==> src/rtl/mean_pkg.sv <==
// Shared constants, divider state encoding and iteration-count helper for windowed_mean.
// Optional build macro WINDOWED_MEAN_ROUND_EN (see windowed_mean.sv) widens the divider by one bit.
package mean_pkg;

  localparam int unsigned MEAN_IN_W  = 32;
  localparam int unsigned MEAN_LEN_W = 16;

  typedef enum logic [1:0] {
    DIV_IDLE = 2'd0,
    DIV_RUN  = 2'd1,
    DIV_DONE = 2'd2
  } div_state_e;

  // Restoring divider retires one quotient bit per iteration, so iterations == dividend width.
  function automatic int unsigned div_iters(input int unsigned in_w,
                                            input int unsigned len_w,
                                            input int unsigned round_en);
    return in_w + len_w + round_en;
  endfunction

endpackage

==> src/rtl/seq_divider.sv <==
// Unsigned restoring divider, one quotient bit per clock.
// Ports: clk, rst_n (async active-low), clear (sync abort), start (load operands when idle or done),
//        dividend[WIDTH], divisor[DVS_W], quotient[Q_W] (low bits of the full quotient),
//        done (high in the single DONE cycle), busy (RUN or DONE).
module seq_divider
  import mean_pkg::*;
#(
  parameter int unsigned WIDTH = 48,
  parameter int unsigned DVS_W = 16,
  parameter int unsigned Q_W   = 32
) (
  input  logic             clk,
  input  logic             rst_n,
  input  logic             clear,
  input  logic             start,
  input  logic [WIDTH-1:0] dividend,
  input  logic [DVS_W-1:0] divisor,
  output logic [Q_W-1:0]   quotient,
  output logic             done,
  output logic             busy
);

  localparam int unsigned CNT_W = $clog2(WIDTH + 1);

  div_state_e       state_q, state_d;
  logic [WIDTH-1:0] rem_q, rem_d;
  logic [WIDTH-1:0] quo_q, quo_d;
  logic [DVS_W-1:0] dvs_q, dvs_d;
  logic [CNT_W-1:0] cnt_q, cnt_d;
  logic [WIDTH:0]   shift_c;
  logic [WIDTH:0]   diff_c;

  // State and datapath registers
  always_ff @(posedge clk or negedge rst_n) begin
    if (!rst_n) begin
      state_q <= DIV_IDLE;
      rem_q   <= '0;
      quo_q   <= '0;
      dvs_q   <= '0;
      cnt_q   <= '0;
    end else begin
      state_q <= state_d;
      rem_q   <= rem_d;
      quo_q   <= quo_d;
      dvs_q   <= dvs_d;
      cnt_q   <= cnt_d;
    end
  end

  // Next-state and iteration logic; diff_c[WIDTH] set means the trial subtraction borrowed
  always_comb begin
    state_d = state_q;
    rem_d   = rem_q;
    quo_d   = quo_q;
    dvs_d   = dvs_q;
    cnt_d   = cnt_q;
    shift_c = {rem_q, quo_q[WIDTH-1]};
    diff_c  = shift_c - (WIDTH+1)'(dvs_q);
    case (state_q)
      DIV_IDLE, DIV_DONE: begin
        state_d = DIV_IDLE;
        if (start) begin
          rem_d   = '0;
          quo_d   = dividend;
          dvs_d   = divisor;
          cnt_d   = CNT_W'(WIDTH);
          state_d = DIV_RUN;
        end
      end
      DIV_RUN: begin
        rem_d = diff_c[WIDTH] ? shift_c[WIDTH-1:0] : diff_c[WIDTH-1:0];
        quo_d = {quo_q[WIDTH-2:0], ~diff_c[WIDTH]};
        cnt_d = cnt_q - CNT_W'(1);
        if (cnt_q == CNT_W'(1)) state_d = DIV_DONE;
      end
      default: state_d = DIV_IDLE;
    endcase
    if (clear) state_d = DIV_IDLE;
  end

  assign quotient = quo_q[Q_W-1:0];
  assign done     = (state_q == DIV_DONE);
  assign busy     = (state_q != DIV_IDLE);

endmodule

==> src/rtl/windowed_mean.sv <==
// Windowed mean of a squared-sample stream: sums `period` valid samples, then divides the
// sum by the window length in a sequential divider while the next window accumulates.
// Ports: clk, rst_n (async active-low), clear (sync abort), period[LEN_W], in_valid,
//        in_data[IN_W] -> mean[IN_W] (held), mean_valid (pulse), busy (divider active),
//        missed (pulse when a finished window finds the divider busy).
// Build macro WINDOWED_MEAN_ROUND_EN: round-half-up (adds len/2 to the dividend, +1 latency).
module windowed_mean
  import mean_pkg::*;
#(
  parameter int unsigned IN_W  = MEAN_IN_W,
  parameter int unsigned LEN_W = MEAN_LEN_W
) (
  input  logic             clk,
  input  logic             rst_n,
  input  logic             clear,
  input  logic [LEN_W-1:0] period,
  input  logic             in_valid,
  input  logic [IN_W-1:0]  in_data,
  output logic [IN_W-1:0]  mean,
  output logic             mean_valid,
  output logic             busy,
  output logic             missed
);

  localparam int unsigned ACC_W = IN_W + LEN_W;
`ifdef WINDOWED_MEAN_ROUND_EN
  localparam int unsigned RND_EN = 1;
`else
  localparam int unsigned RND_EN = 0;
`endif
  localparam int unsigned DIV_W = div_iters(IN_W, LEN_W, RND_EN);

  logic [ACC_W-1:0] sum;
  logic [LEN_W-1:0] count;
  logic [LEN_W-1:0] len_q;

  logic             start_c;
  logic [LEN_W-1:0] eff_len_c;
  logic             take_c;
  logic [LEN_W-1:0] count_inc_c;
  logic             win_end_c;
  logic [ACC_W-1:0] sum_next_c;
  logic             div_ready_c;
  logic             div_start_c;
  logic [DIV_W-1:0] dividend_c;
  logic [IN_W-1:0]  quotient;
  logic             div_done;
  logic             div_busy;

  // Window bookkeeping; an empty window (count==0) means the next sample opens one
  always_comb begin
    start_c     = (count == '0);
    eff_len_c   = start_c ? period : len_q;
    take_c      = in_valid && !(start_c && (period == '0));
    count_inc_c = count + LEN_W'(1);
    win_end_c   = take_c && (count_inc_c == eff_len_c);
    sum_next_c  = sum + ACC_W'(in_data);
    // The divider can take a new load on the same edge it leaves DONE
    div_ready_c = !div_busy || div_done;
    div_start_c = win_end_c && div_ready_c && !clear;
`ifdef WINDOWED_MEAN_ROUND_EN
    dividend_c  = DIV_W'(sum_next_c) + DIV_W'(eff_len_c >> 1);
`else
    dividend_c  = DIV_W'(sum_next_c);
`endif
  end

  // Accumulator, window length latch and result registers
  always_ff @(posedge clk or negedge rst_n) begin
    if (!rst_n) begin
      sum        <= '0;
      count      <= '0;
      len_q      <= '0;
      mean       <= '0;
      mean_valid <= 1'b0;
      missed     <= 1'b0;
    end else begin
      mean_valid <= 1'b0;
      missed     <= 1'b0;
      if (clear) begin
        sum   <= '0;
        count <= '0;
        len_q <= '0;
      end else begin
        if (take_c) begin
          if (start_c) len_q <= period;
          if (win_end_c) begin
            sum   <= '0;
            count <= '0;
            if (!div_ready_c) missed <= 1'b1;
          end else begin
            sum   <= sum_next_c;
            count <= count_inc_c;
          end
        end
        if (div_done) begin
          mean       <= quotient;
          mean_valid <= 1'b1;
        end
      end
    end
  end

  seq_divider #(
    .WIDTH (DIV_W),
    .DVS_W (LEN_W),
    .Q_W   (IN_W)
  ) u_div (
    .clk      (clk),
    .rst_n    (rst_n),
    .clear    (clear),
    .start    (div_start_c),
    .dividend (dividend_c),
    .divisor  (eff_len_c),
    .quotient (quotient),
    .done     (div_done),
    .busy     (div_busy)
  );

  assign busy = div_busy;

endmodule

==> config.mk <==
export PLATFORM = sky130hd
export DESIGN_NAME = windowed_mean
export DESIGN_NICKNAME = d
export VERILOG_FILES = /design/src/rtl/mean_pkg.sv /design/src/rtl/seq_divider.sv /design/src/rtl/windowed_mean.sv
export SDC_FILE = /design/constraint.sdc
export NUM_CORES = 1
export LEC_CHECK = 0
export ABC_AREA = 1
export ABC_CLOCK_PERIOD_IN_PS = 7800
export CAP_MARGIN = 15
export CORE_MARGIN = 3
export CORE_UTILIZATION = 66
export DETAILED_ROUTE_END_ITERATION = 12
export PLACE_DENSITY = 0.91
export SYNTH_ARGS = -nofsm -noshare
export SYNTH_HDL_FRONTEND = slang
export SYNTH_SLANG_ARGS = --single-unit
==> constraint.sdc <==
create_clock -name clk -period 7.8 [get_ports clk]
set_input_delay 1.17 -clock clk [delete_from_list [all_inputs] [get_ports clk]]
set_output_delay 1.17 -clock clk [all_outputs]
set_load 0.02 [all_outputs]
==> impl_metrics.csv <==
group,metric,value,unit
yosys,ys_seq_area_share,35.27,%
pwr,p_sw,1347,uW
finish,drive_gt1_share,3.400,%
yosys,yosys_warnings,0,
finish,area_growth,11.72,%
setup_path,slowest_delay,0.84,ns
sta,worst_pin_slew,1.151,ns
setup_path,crit_slowest_cell,"buf_4",
route,drt_iter0_drc,2458,
clocking,htree_levels,1,
finish,nFillCells,1884,
pwr,sequentialPowerShare,36.9,%
clocking,clkSinkCount,234,
pwr,total_power,3896,uW
floorplan,initial_utilization,67.68,%
pwr,p_per_area,210.0,nW/um2
route,avgViaCountPerCell,6.138,
sta,finalSetupViolCount,0,
setup_path,cp-end-kind,"register",
floorplan,die_y,164.6,um
finish,seqCellArea,5856,um2
route,drtAntennaViolNets,0,
setup_path,crit_path_start,"count[0]",
yosys,synth_top_cell_by_area,"dfrtp_1",
yosys,synth_seq_cells,234,
floorplan,die_area,27100,um2
finish,multi_input_area,9412,um2
pwr,power_leakage,0.008954,uW
route,drc,0,
route,routed_wl,54620,um
clocking,post-cts-setup-buffers,0,
sta,rsz0062_at_grt,"false",
pwr,p_comb_share,26.3,%
sta,tns,0,ns
yosys,syn-num-nets,2663,
flow_run,maxCapViolCount,0,
pwr,clkPwrFrac,36.8,%
finish,nNetsFinal,2705,
yosys,yosys-top-cells-area,"dfrtp_1, nand2_1, nand3_1, nor2_1, inv_1",
global_route,antenna_found_initial,0,
setup_path,r2r-start,"count[0]",
floorplan,die_x,164.6,um
setup_path,crit_type,"reg -> reg",
finish,antenna_cells,0,
pwr,p_int,2549,uW
sta,drv_slew,0,
sta,min_period,4.339,ns
floorplan,ios,87,
clocking,clockRootBuffer,"clkbuf_16",
place,dpl.hpwl,38210,um
setup_path,worstSetupStartpointType,"register",
yosys,avgSynthCellArea,6.493,um2
sta,max_freq,230.5,MHz
setup_path,arrival,4.76,ns
yosys,async_reset_ff_share,100.0,%
global_route,grt_pass1_wl,86060,um
clocking,clock_latency,0.54,ns
pwr,swShare,34.57,%
setup_path,crit_top_cell,"nand2_1",
clocking,postCtsHoldBufs,0,
place,gp_congestion,1.027,
run_status,status,"finished, final reports clean",
route,vias,18059,
route,dr.pass1.iters,6,
yosys,synth_common_cells,"nand2_1, nor2_1, inv_1",
pwr,ir_drop,0.1882,mV
yosys,yosys.cell_count.top_type,"nand2_1",
place,io_buffers,86,
sta,min_period_over_period,55.63,%
hold_path,min_from,"len_q[14]",
global_route,grt_max_degree,104,
global_route,grt_overflow,0,
yosys,yosysUniqueCellTypes,43,
yosys,synth_edf_count,0,
global_route,grt_pass1_vias,16688,
yosys,syn_area,16600,um2
yosys,synthCells,2557,
floorplan,rows,57,
sta,slew_headroom,23.26,%
setup_path,cp.required,8.22,ns
floorplan,core-area,24530,um2
setup_path,path_cells,"inv_2 -> ha_1 -> inv_1 -> nor2_1 -> nand2_1 -> nor2_4 -> nand2_1 -> nand2_1 -> nand2_1 -> nor2_1 -> nor2_1 -> nand2_1 -> nor2_2 -> nand4_1 -> buf_4 -> nand2_1 -> buf_4 -> nand2_1 -> nand2_1",
clocking,cts_resized,0,
place,dp.cells,2894,
sta,skew,0.01031,ns
hold_path,hp-class,"reg -> reg",
clocking,cts_buffers,26,
yosys,synth_ff_type,"dfrtp_1",
sta,hold_viol_final,0,
yosys,yosys.area.top_type_share,35.27,%
setup_path,path_max_fanout,103,
clocking,clk_pin_slew,0.06,ns
clocking,cts_tree,"built",
route,avgRoutedWirePerCell,18.57,um
global_route,grtUsageTotal,39.63,%
clocking,clk_path_buf_depth,3,
finish,stdcell_count,2942,
[sequential cells by signal (all words and copies together) (netlist names)]
register and flops:
u_div.state_q 2, len_q 16, mean_valid 1, u_div.cnt_q 6, u_div.rem_q 48, count 16, u_div.dvs_q 16, missed 1
sum 48, mean 32, u_div.quo_q 48
[critical path, delay by kind of cell (launching register included)]
kind | cells | cell delay, ns
flip-flops | 1 | 0.46
buffers and inverters | 4 | 1.35
AND/OR/NAND/NOR | 14 | 2.09
adder cells (fa/ha/maj) | 1 | 0.22
[layer usage]
layer | vias to the layer above | track usage (%) | routed length, um
li1 | 8296 | - | -
met1 | 8450 | 53.60 | 21630
met2 | 1126 | 62.52 | 24250
met3 | 187 | 8.879 | 6233
met4 | 0 | 14.91 | 2504
met5 | - | 0 | 0
[cell usage in the layout (no fill, tap or decap), types with 7 or more instances in the layout]
master,synthesis,final
inv_1,238,237
o22ai_1,36,36
clkbuf_16,0,27
clkdlybuf4s50_1,0,85
nor3_1,21,21
nand2_1,1009,1008
ha_1,52,52
nand3_1,226,226
o21ai_0,135,135
xnor2_1,41,41
nor2_2,6,7
dfrtp_1,234,234
xor2_1,21,21
a21oi_1,68,68
nor2_1,244,242
o21bai_1,8,8
nand4_1,65,65
buf_4,13,12
bufinv_16,0,7
nand3b_1,10,10
[power by group through the flow]
stage	combinational, uW	sequential (uW)	clock (uW)
after detailed placement	974	1450	0
final	1020	1440	1430
after CTS	988	1430	1430
after floorplan	659	1430	0
after global placement	950	1440	0
after global routing	1130	1450	1480
[through the flow]
step	cell area (um2)	utilization (%)	setup WS, ns	hold slack, ns
floorplan	16600	-	4.751	0.4419
global placement	17540	71.49	3.532	0.4559
detailed placement	17540	71.49	3.536	0.4592
CTS	18520	75.49	3.580	0.4785
global route	18550	75.61	3.190	0.4943
finish	18550	75.61	3.461	0.4822
[cells by family (layout without fill, tap and decap cells)]
group           count (synthesis)  count (layout)  share of synthesized area [%]
simple gates                 1612            1612                          40.38
buf+inv                       327             388                          8.124
compound gates                268             268                          8.802
flops                         234             234                          35.27
xor+xnor                       62              62                          3.271
fa+ha+maj                      54              54                          4.160
[final timing paths]
kind,end,depth (start not counted),slack [ns]
max,u_div.quo_q[7],19,3.46
min,len_q[14],2,0.48
max reg2reg,u_div.quo_q[7],19,3.46
min reg2reg,len_q[14],2,0.48
max in group asynchronous,u_div.rem_q[11],2,5.65
min in group asynchronous,mean[13],1,0.65
[layout make-up]
class / count / share of cell area (%)
sequential: 234 / 31.57
clock buffer: 33 / 3.926
timing repair buffer: 99 / 5.302
multi-input combinational: 1996 / 50.74
inverter: 242 / 4.911
tap: 324 / 2.186
clock inverter: 14 / 1.369
(Power assumes the default switching activity.)
